--- src/rtl/r_fifo_arbiter_pkg.sv ---
// Shared types and helpers for the R-channel FIFO arbiter and its round-robin picker.
package r_arb_pkg;

    typedef enum logic {
        R_ARB_IDLE,
        R_ARB_BURST
    } r_arb_state_e;

    localparam logic [1:0] RRESP_OKAY   = 2'b00;
    localparam logic [1:0] RRESP_EXOKAY = 2'b01;
    localparam logic [1:0] RRESP_SLVERR = 2'b10;
    localparam logic [1:0] RRESP_DECERR = 2'b11;

    // Next index in a ring of n entries.
    function automatic int rr_next(input int cur, input int n);
        if (cur + 1 >= n) begin
            return 0;
        end
        return cur + 1;
    endfunction

endpackage

--- src/rtl/r_fifo_arbiter_if.sv ---
// Bundle of per-source FIFO fronts and the shared master R channel.
// RID width widens by the source-index width when R_ARB_SRC_TAG_EN is defined.
interface r_fifo_arbiter_if #(
    parameter int NUM_SRC    = 4,
    parameter int ID_WIDTH   = 4,
    parameter int DATA_WIDTH = 32
);
    localparam int SRC_W = $clog2(NUM_SRC);
`ifdef R_ARB_SRC_TAG_EN
    localparam int RID_W = SRC_W + ID_WIDTH;
`else
    localparam int RID_W = ID_WIDTH;
`endif

    logic [NUM_SRC-1:0]            src_valid;
    logic [NUM_SRC*ID_WIDTH-1:0]   src_RID;
    logic [NUM_SRC*DATA_WIDTH-1:0] src_RDATA;
    logic [NUM_SRC*2-1:0]          src_RRESP;
    logic [NUM_SRC-1:0]            src_RLAST;
    logic [NUM_SRC-1:0]            src_pop;

    logic                  RVALID;
    logic                  RREADY;
    logic [RID_W-1:0]      RID;
    logic [DATA_WIDTH-1:0] RDATA;
    logic [1:0]            RRESP;
    logic                  RLAST;

    modport master (
        input  src_valid, src_RID, src_RDATA, src_RRESP, src_RLAST, RREADY,
        output src_pop, RVALID, RID, RDATA, RRESP, RLAST
    );

    modport slave (
        output src_valid, src_RID, src_RDATA, src_RRESP, src_RLAST, RREADY,
        input  src_pop, RVALID, RID, RDATA, RRESP, RLAST
    );

endinterface

--- src/rtl/r_fifo_arbiter_rr_pick.sv ---
// Combinational rotate-priority search: first set request after index 'last', wrapping.
module rr_pick
    import r_arb_pkg::*;
#(
    parameter int N = 4
) (
    input  logic [N-1:0]         req,
    input  logic [$clog2(N)-1:0] last,
    output logic [$clog2(N)-1:0] idx,
    output logic                 found
);
    localparam int W = $clog2(N);

    int pos;

    always_comb begin
        idx   = '0;
        found = 1'b0;
        pos   = int'(last);
        for (int k = 0; k < N; k++) begin
            pos = rr_next(pos, N);
            if (!found && req[W'(pos)]) begin
                found = 1'b1;
                idx   = W'(pos);
            end
        end
    end

endmodule

--- src/rtl/r_fifo_arbiter.sv ---
// Round-robin, burst-locked sharing of one master R channel among NUM_SRC response FIFOs.
// R_ARB_SRC_TAG_EN defined: RID carries the granted source index in its MSBs.
module r_fifo_arbiter
    import r_arb_pkg::*;
#(
    parameter int NUM_SRC    = 4,
    parameter int ID_WIDTH   = 4,
    parameter int DATA_WIDTH = 32
) (
    input  logic                       ACLK,
    input  logic                       ARESET,
    r_fifo_arbiter_if.master           bus,
    output logic                       busy,
    output logic [$clog2(NUM_SRC)-1:0] grant_idx
);
    localparam int SRC_W = $clog2(NUM_SRC);

    r_arb_state_e     state_q, state_d;
    logic [SRC_W-1:0] grant_q, grant_d;
    logic [SRC_W-1:0] last_grant_q, last_grant_d;

    logic [SRC_W-1:0] pick_idx;
    logic             pick_found;
    logic             beat_hs;

    logic [ID_WIDTH-1:0]   rid_arr   [NUM_SRC];
    logic [DATA_WIDTH-1:0] rdata_arr [NUM_SRC];
    logic [1:0]            rresp_arr [NUM_SRC];

    for (genvar i = 0; i < NUM_SRC; i++) begin : g_unpack
        assign rid_arr[i]   = bus.src_RID[i*ID_WIDTH +: ID_WIDTH];
        assign rdata_arr[i] = bus.src_RDATA[i*DATA_WIDTH +: DATA_WIDTH];
        assign rresp_arr[i] = bus.src_RRESP[i*2 +: 2];
    end

    rr_pick #(.N(NUM_SRC)) u_pick (
        .req   (bus.src_valid),
        .last  (last_grant_q),
        .idx   (pick_idx),
        .found (pick_found)
    );

    always_ff @(posedge ACLK) begin
        if (ARESET) begin
            state_q      <= R_ARB_IDLE;
            grant_q      <= '0;
            last_grant_q <= SRC_W'(NUM_SRC - 1);
        end else begin
            state_q      <= state_d;
            grant_q      <= grant_d;
            last_grant_q <= last_grant_d;
        end
    end

    always_comb begin
        state_d      = state_q;
        grant_d      = grant_q;
        last_grant_d = last_grant_q;
        beat_hs      = 1'b0;
        bus.src_pop  = '0;
        bus.RVALID   = 1'b0;
        bus.RID      = '0;
        bus.RDATA    = '0;
        bus.RRESP    = '0;
        bus.RLAST    = 1'b0;

        case (state_q)
            R_ARB_IDLE: begin
                if (pick_found) begin
                    grant_d = pick_idx;
                    state_d = R_ARB_BURST;
                end
            end
            R_ARB_BURST: begin
                // Outputs are suppressed during reset so an aborted burst never pops.
                if (!ARESET) begin
                    bus.RVALID = bus.src_valid[grant_q];
`ifdef R_ARB_SRC_TAG_EN
                    bus.RID    = {grant_q, rid_arr[grant_q]};
`else
                    bus.RID    = rid_arr[grant_q];
`endif
                    bus.RDATA  = rdata_arr[grant_q];
                    bus.RRESP  = rresp_arr[grant_q];
                    bus.RLAST  = bus.src_RLAST[grant_q];
                    beat_hs    = bus.src_valid[grant_q] & bus.RREADY;
                    bus.src_pop[grant_q] = beat_hs;
                end
                if (beat_hs && bus.src_RLAST[grant_q]) begin
                    last_grant_d = grant_q;
                    state_d      = R_ARB_IDLE;
                end
            end
            default: begin
                state_d = R_ARB_IDLE;
            end
        endcase
    end

    assign busy      = (state_q == R_ARB_BURST) && !ARESET;
    assign grant_idx = grant_q;

endmodule

--- src/flat_wrapper.sv ---
// flat-port wrapper written by rule: the top's interface ports become plain ports
module r_fifo_arbiter_flat import r_arb_pkg::*;
#(
    parameter int NUM_SRC    = 4,
    parameter int ID_WIDTH   = 4,
    parameter int DATA_WIDTH = 32
)
  (ACLK, ARESET, busy, grant_idx, bus_src_valid, bus_src_RID, bus_src_RDATA, bus_src_RRESP, bus_src_RLAST, bus_RREADY, bus_src_pop, bus_RVALID, bus_RID, bus_RDATA, bus_RRESP, bus_RLAST);
  r_fifo_arbiter_if #(.NUM_SRC(NUM_SRC), .ID_WIDTH(ID_WIDTH), .DATA_WIDTH(DATA_WIDTH)) bus_i ();
  input  logic ACLK;
  input  logic ARESET;
  output logic busy;
  output logic [$clog2(NUM_SRC)-1:0] grant_idx;
  input wire logic [$bits(bus_i.src_valid)-1:0] bus_src_valid;
  input wire logic [$bits(bus_i.src_RID)-1:0] bus_src_RID;
  input wire logic [$bits(bus_i.src_RDATA)-1:0] bus_src_RDATA;
  input wire logic [$bits(bus_i.src_RRESP)-1:0] bus_src_RRESP;
  input wire logic [$bits(bus_i.src_RLAST)-1:0] bus_src_RLAST;
  input wire logic [$bits(bus_i.RREADY)-1:0] bus_RREADY;
  output wire logic [$bits(bus_i.src_pop)-1:0] bus_src_pop;
  output wire logic [$bits(bus_i.RVALID)-1:0] bus_RVALID;
  output wire logic [$bits(bus_i.RID)-1:0] bus_RID;
  output wire logic [$bits(bus_i.RDATA)-1:0] bus_RDATA;
  output wire logic [$bits(bus_i.RRESP)-1:0] bus_RRESP;
  output wire logic [$bits(bus_i.RLAST)-1:0] bus_RLAST;
  assign bus_i.src_valid = bus_src_valid;
  assign bus_i.src_RID = bus_src_RID;
  assign bus_i.src_RDATA = bus_src_RDATA;
  assign bus_i.src_RRESP = bus_src_RRESP;
  assign bus_i.src_RLAST = bus_src_RLAST;
  assign bus_i.RREADY = bus_RREADY;
  assign bus_src_pop = bus_i.src_pop;
  assign bus_RVALID = bus_i.RVALID;
  assign bus_RID = bus_i.RID;
  assign bus_RDATA = bus_i.RDATA;
  assign bus_RRESP = bus_i.RRESP;
  assign bus_RLAST = bus_i.RLAST;
  r_fifo_arbiter #(.NUM_SRC(NUM_SRC), .ID_WIDTH(ID_WIDTH), .DATA_WIDTH(DATA_WIDTH)) u_core (.ACLK(ACLK), .ARESET(ARESET), .bus(bus_i), .busy(busy), .grant_idx(grant_idx));
endmodule
--- config.mk ---
export PLATFORM = sky130hd
export DESIGN_NAME = r_fifo_arbiter_flat
export DESIGN_NICKNAME = d
export VERILOG_FILES = /design/src/rtl/r_fifo_arbiter_pkg.sv /design/src/rtl/r_fifo_arbiter_if.sv /design/src/rtl/r_fifo_arbiter_rr_pick.sv /design/src/rtl/r_fifo_arbiter.sv /design/src/flat_wrapper.sv
export SDC_FILE = /design/constraint.sdc
export NUM_CORES = 1
export LEC_CHECK = 0
export ABC_AREA = 1
export CORE_MARGIN = 1.5
export CORE_UTILIZATION = 25
export CTS_BUF_LIST = sky130_fd_sc_hd__clkbuf_8 sky130_fd_sc_hd__clkbuf_16
export CTS_CLUSTER_DIAMETER = 60
export DETAILED_ROUTE_END_ITERATION = 12
export MAX_ROUTING_LAYER = met4
export PLACE_DENSITY = 0.79
export SLEW_MARGIN = 25
export SYNTH_ARGS = -nofsm -noshare
export SYNTH_HDL_FRONTEND = slang
export SYNTH_SLANG_ARGS = --single-unit
--- constraint.sdc ---
create_clock -name ACLK -period 1.8 [get_ports ACLK]
set_clock_uncertainty 0.2 [all_clocks]
set_input_delay 0.36 -clock ACLK [delete_from_list [all_inputs] [get_ports ACLK]]
set_output_delay 0.36 -clock ACLK [all_outputs]
set_load 0.02 [all_outputs]
==> results of run 1 <==
sequential cells by signal, summed over array words and instances (netlist names):
name                 count
u_core.grant_idx         2
u_core.last_grant_q      2
u_core.state_q           1
metal layers:
metal  GRT usage (%)  up-vias  wire (µm)
met4            9.52        0        511
met2            57.9      212       7260
met5               -        -          0
met1            32.3     1694       4850
met3            4.34       48        920
li1                -     1635          -
worst min-delay path: cells and delay by family (launching register included):
kind	cells	cell delay, ns
flops	1	0.36
simple gates	2	0.13
buf+inv	2	0.12
power by group through the flow:
stage | logic, µW | clock network, µW | registers (µW)
detailed placement | 3780 | 0 | 214
floorplan | 2380 | 0 | 189
CTS | 4810 | 210 | 198
finish | 5450 | 213 | 201
global route | 5670 | 219 | 203
global placement | 3710 | 0 | 210
stage by stage:
stage                     std cells  instance area [µm²]  hold slack, ns  total power (µW)  worst slack (ns)
after floorplan                 302                 2550           0.271              2570            -0.176
after global placement          613                 4960           0.422              3920            -0.922
after detailed placement        613                 4960           0.440              3990            -0.964
after CTS                       633                 5540           0.431              5210            -0.414
after global routing            646                 5970           0.469              6090            -0.485
final                           646                 5970           0.446              5870            -0.432
cell families (layout without fill, tap and decap cells):
family / Yosys count / after routing / share of synthesized area [%]
fa+ha+maj: 7 / 7 / 4.84
compound gates: 81 / 81 / 30.7
flops: 5 / 5 / 5.54
buf+inv: 50 / 298 / 12.1
simple gates: 159 / 159 / 46.9
repair_timing:
action,in CTS,in global routing
cloned,7,6
pin swaps,15,38
gates resized for setup,321,71
endpoints found under the setup margin,51,51
buffers inserted,9,10
cells in the final DEF (no fill, tap or decap), types with 6 or more instances in the layout:
master,instances
nand3_2,24
clkdlybuf4s50_1,157
nor2_4,6
a22oi_2,38
nand2_2,10
buf_6,45
buf_12,17
nand3_1,62
inv_1,10
nand2_4,6
nor2_2,7
nand2_1,24
a31oi_4,31
buf_4,35
a31oi_2,7
final timing paths:
| kind | start | to | slack (ns) | cells after the start |
|---|---|---|---|---|
| worst max-delay path | u_core.grant_idx[1]$_SDFFE_PP0P_ | bus_RLAST | -0.43 | 7 |
| worst min register to register | u_core.last_grant_q[1]$_SDFFE_PP1P_ | u_core.last_grant_q[1]$_SDFFE_PP1P_ | 0.45 | 4 |
| worst max register to register | u_core.grant_idx[1]$_SDFFE_PP0P_ | u_core.last_grant_q[0]$_SDFFE_PP1P_ | -0.33 | 11 |
| worst min-delay path | u_core.last_grant_q[1]$_SDFFE_PP1P_ | u_core.last_grant_q[1]$_SDFFE_PP1P_ | 0.45 | 4 |
layout make-up:
class / count / area share [%]
clock inverters: 1 / 0.0629
flip-flops and latches: 5 / 1.89
clock buffers: 3 / 0.692
multi-input cells: 247 / 42.4
repair buffers: 274 / 51.0
well taps: 96 / 2.01
inverters: 20 / 1.97
==> flow_metrics.py, run 1 <==
metrics = {
    "power": {
        "p_seq_share_pct": 3.4,
        "p_int_uw": 2980,
        "combPwrFrac_pct": 92.9,
        "p_per_area_nw_per_um2": 983,
        "p_sw_share_pct": 49.3,
        "switchingPower_uw": 2890,
        "pwr-share-clk_pct": 3.6,
        "vdd_ir_drop_max_v": 0.000576,
        "p_leak_uw": 0.00214,
    },
    "floorplan": {
        "die_x_um": 88.0,
        "core_um2": 6910,
        "die_area_um2": 7750,
        "ios": 210,
        "row_count": 30,
        "die_h_um": 88.0,
        "initial_core_util_pct": 26.2,
    },
    "final_layout": {
        "fillers": 351,
        "final_core_util_pct": 86.4,
        "areaGrowthSynthToFinish_pct": 230,
        "seq_area_um2": 113,
        "drive_gt1_share_pct": 50.0,
        "final_nets": 721,
        "multi_input_area_um2": 2530,
        "diodes": 0,
    },
    "worst_setup_path": {
        "end_kind": "output port",
        "path_delay_family": "simple AND/OR/NAND/NOR gates",
        "cpPeakStageDelay_ns": 0.39,
        "critPathKind": "reg -> out",
        "arrival_ns": 1.67,
        "worstPathRequired_ns": 1.24,
        "crit_chain": "buf_4 -> buf_12 -> nand3_1 -> nand4_1 -> nand2_1 -> nor2_2 -> buf_6",
        "critPathSlowestCell": "dfxtp_4",
        "critPathMaxFanout": 17,
        "crit_buf_inv": 3,
        "critPathLaunchType": "flop",
    },
    "synth": {
        "async_flop_share_pct": 0,
        "synth_edf_count": 0,
        "synth_flop_cell": "dfxtp_1",
        "synth_cells": 302,
        "yosys.area.top_type_share_pct": 24.1,
        "yosysMostFrequentCell": "nand3_1",
        "synth_common_cells": "87 x nand3_1, 38 x a22oi_1, 38 x a31oi_1",
        "synth_top_cell_by_area": "nand3_1",
        "yosys_register_bits": 5,
        "seq_area_frac_synth_pct": 5.54,
        "yosys.cell_types.count": 28,
        "avgSynthCellArea_um2": 5.99,
        "syn_area_um2": 1810,
        "synth_nets": 472,
        "yosys_warnings": 0,
        "synth.area.top_cells": "nand3_1 24%, a22oi_1 16%, a31oi_1 13%",
    },
    "clocking": {
        "cts-buffers-inserted": 3,
        "ctsHoldBuffers": 0,
        "h-tree-depth": 1,
        "clock_latency_ns": 0.23,
        "cts.sinks": 5,
        "clockRootBuffer": "clkbuf_8",
        "cts_tree": "yes",
        "cts.path.max_buffers": 2,
        "clk_pin_slew_worst_paths_ns": 0.04,
    },
    "timing": {
        "fin_crit_ns": 2.23,
        "finalSetupTns_ns": -14.77,
        "hold_violations": 0,
        "tightest_slew_ns": 0.275,
        "maxSlewHeadroom_pct": 81.7,
        "rsz0062_at_grt": "yes",
        "fin_crit_sh_pct": 124,
        "setup_viol": 46,
        "timing.fmax_mhz": 448,
        "drv_slew": 0,
        "worst_slack_ns": -0.432,
    },
    "outcome": {
        "violations": "negative setup slack",
        "outcome": "finished, violations left",
    },
    "grt": {
        "grt_usage_pct": 30.5,
        "grt_start_max_net_pins": 35,
        "first_global_vias": 3590,
        "grt_pass1_wl_um": 17700,
        "antenna_found_initial": 0,
        "gr-total-overflow": 0,
    },
    "placed_design": {
        "globalplace.congestion": 0.871,
        "place_hpwl_um": 8480,
        "io_buffers": 209,
    },
    "job": {
        "drv_cap": 0,
    },
    "route": {
        "wl_per_cell_um": 21.0,
        "initialDrtViolationCount": 184,
        "routed_wl_um": 13500,
        "drc": 0,
        "first_pass_iters": 5,
        "vias": 3589,
        "ant_nets": 0,
        "via_per_inst": 5.56,
    },
    "hold_path": {
        "holdCritPathClass": "reg -> reg",
    },
}
Note: power is estimated with default switching activity, not from simulation.
==> run 2, diff against run 1 <==
- CAP_MARGIN: not set -> 20
==> results of run 2 <==
Same layout as run 1: the final DEF is identical, and so are final timing and power.
==> run 3, diff against run 2 <==
- CORE_MARGIN: 1.5 -> 4
==> run 3 against run 2 <==
  * The flow still finishes with violations (negative setup slack)
  * Total power is 17% lower
  * Final cell count is 1.1% lower
  * Sequential share of layout area is 0.23 points higher
  * Non-clock buffer count is 7 lower
  * Largest power group unchanged
  * Critical endpoint is now bus_src_pop[2]
  * Sequential cell count stayed put
  * Maximum frequency is 2.7% higher
  * Utilization is 9.3 points lower
  * Final area is 11% lower
  * Setup slack better by 0.059 ns
  * Die area is 12% higher
==> flow_metrics.py, run 3 (same netlist as run 1, synthesis figures left out) <==
metrics = {
    "clocking": {
        "cts-buffers-inserted": 3,
        "clk_pin_slew_worst_paths_ns": 0.04,
        "cts.path.max_buffers": 2,
        "h-tree-depth": 1,
        "clock_latency_ns": 0.22,
        "cts.sinks": 5,
        "cts_tree": "yes",
        "clockRootBuffer": "clkbuf_8",
    },
    "floorplan": {
        "core_um2": 6910,
        "die_area_um2": 8660,
        "row_count": 30,
        "die_x_um": 93.0,
        "initial_core_util_pct": 26.2,
        "ios": 210,
        "die_h_um": 93.0,
    },
    "route": {
        "wl_per_cell_um": 18.7,
        "via_per_inst": 5.30,
        "vias": 3387,
        "initialDrtViolationCount": 88,
        "first_pass_iters": 4,
        "drc": 0,
        "ant_nets": 0,
        "routed_wl_um": 12000,
    },
    "worst_setup_path": {
        "critPathSlowestCell": "dfxtp_4",
        "critPathKind": "reg -> out",
        "worstPathRequired_ns": 1.24,
        "end_kind": "output port",
        "crit_chain": "inv_2 -> nand2_4 -> nor2_1 -> nor3_2 -> nor2_2 -> inv_4 -> nor3_4 -> buf_6",
        "cpPeakStageDelay_ns": 0.37,
        "critPathMaxFanout": 7,
        "critPathLaunchType": "flop",
        "arrival_ns": 1.61,
    },
    "final_layout": {
        "multi_input_area_um2": 2340,
        "final_common_cell": "clkdlybuf4s50_1",
        "drive_gt1_share_pct": 44.4,
        "seq_area_um2": 113,
        "fillers": 521,
        "diodes": 0,
        "final_nets": 714,
        "fin_area_um2": 5330,
        "stdcell_count": 639,
        "final_core_util_pct": 77.1,
        "final_cell_mix": "157 x clkdlybuf4s50_1, 86 x nand3_1, 41 x buf_4, 35 x a22oi_2, 34 x buf_6",
        "areaGrowthSynthToFinish_pct": 195,
    },
    "power": {
        "p_leak_uw": 0.00194,
        "p_per_area_nw_per_um2": 915,
        "p_seq_share_pct": 4.3,
        "total_power_uw": 4870,
        "pwr-share-clk_pct": 4.2,
        "vdd_ir_drop_max_v": 0.000664,
        "switchingPower_uw": 2460,
        "p_int_uw": 2410,
        "p_sw_share_pct": 50.5,
        "combPwrFrac_pct": 91.5,
    },
    "placed_design": {
        "dp_slack_ns": -0.968,
        "post-place-cells": 624,
        "io_buffers": 209,
        "place_hpwl_um": 9340,
        "place_area_um2": 4970,
        "globalplace.congestion": 0.888,
    },
    "timing": {
        "setup_viol": 46,
        "maxSlewHeadroom_pct": 80.2,
        "rsz0062_at_grt": "yes",
        "timing.fmax_mhz": 460,
        "fin_crit_sh_pct": 121,
        "worst_slack_ns": -0.373,
        "fin_crit_ns": 2.17,
        "tightest_slew_ns": 0.297,
        "hold_violations": 0,
        "drv_slew": 0,
    },
    "job": {
        "drv_cap": 0,
    },
    "hold_path": {
        "holdCritPathClass": "reg -> reg",
    },
    "grt": {
        "grt_start_max_net_pins": 33,
        "first_global_vias": 3497,
        "grt_pass1_wl_um": 17200,
        "antenna_found_initial": 0,
        "grt_usage_pct": 25.5,
        "gr-total-overflow": 0,
    },
    "outcome": {
        "violations": "negative setup slack",
        "outcome": "finished, violations left",
    },
}
run 3: changes by cell type in the layout (fill, tap and decap cells not counted), moves of 5 or more:
cell | previous run | this run
nand3_1 | 62 | 86
nand3_2 | 24 | 1
buf_2 | 0 | 18
buf_12 | 17 | 5
buf_6 | 45 | 34
buf_4 | 35 | 41
buf_16 | 5 | 0
run 3: routing by layer:
| metal | vias up | track usage, % | part of all wire [%] |
|---|---|---|---|
| li1 | 1607 | - | - |
| met1 | 1577 | 26.1 | 34 |
| met5 | - | - | 0 |
| met3 | 36 | 4.42 | 6.9 |
| met2 | 167 | 49.4 | 55 |
| met4 | 0 | 7.45 | 3.8 |
run 3: cell type report:
class	instances	area share, %
Clock buffer	3	0.775
Sequential cell	5	2.11
Multi-Input combinational cell	247	43.9
Timing Repair Buffer	267	49.1
Inverter	20	1.83
Tap cell	96	2.26
Clock inverter	1	0.0705
run 3: power by group through the flow:
stage	logic [µW]	clock network (µW)	registers [µW]
floorplan	2380	0	189
global placement	3760	0	205
detailed placement	3840	0	203
CTS	4010	207	208
global route	4710	219	216
finish	4460	206	210
run 3: path summary, 6_finish.rpt:
path,to,cells past startpoint,from,slack [ns]
worst min-delay path,u_core.last_grant_q[1]$_SDFFE_PP1P_,4,u_core.last_grant_q[1]$_SDFFE_PP1P_,0.40
worst max-delay path,bus_src_pop[2],8,u_core.grant_idx[1]$_SDFFE_PP0P_,-0.37
worst min register to register,u_core.last_grant_q[1]$_SDFFE_PP1P_,4,u_core.last_grant_q[1]$_SDFFE_PP1P_,0.40
worst max register to register,u_core.last_grant_q[0]$_SDFFE_PP1P_,11,u_core.grant_idx[1]$_SDFFE_PP0P_,-0.05
run 3: what timing repair did:
item | 4_1_cts | 5_1_grt
cloned | 1 | 1
setup buffers | 2 | 8
hold buffers | 0 | 0
endpoints found under the setup margin | 51 | 50
pin swaps | 16 | 36
resized for setup | 251 | 62
run 3: worst max-delay path: cells and delay by family (launching register included):
family,cells,cell delay [ns]
flops,1,0.37
buf+inv,3,0.32
simple gates,5,0.69
run 3: through the flow:
stage                     setup TNS, ns  hold WS, ns
final                            -13.14        0.397
after global routing             -15.95        0.455
after CTS                        -12.16        0.404
after detailed placement         -37.09        0.442
after global placement           -35.80        0.424
after floorplan                   -2.43        0.271
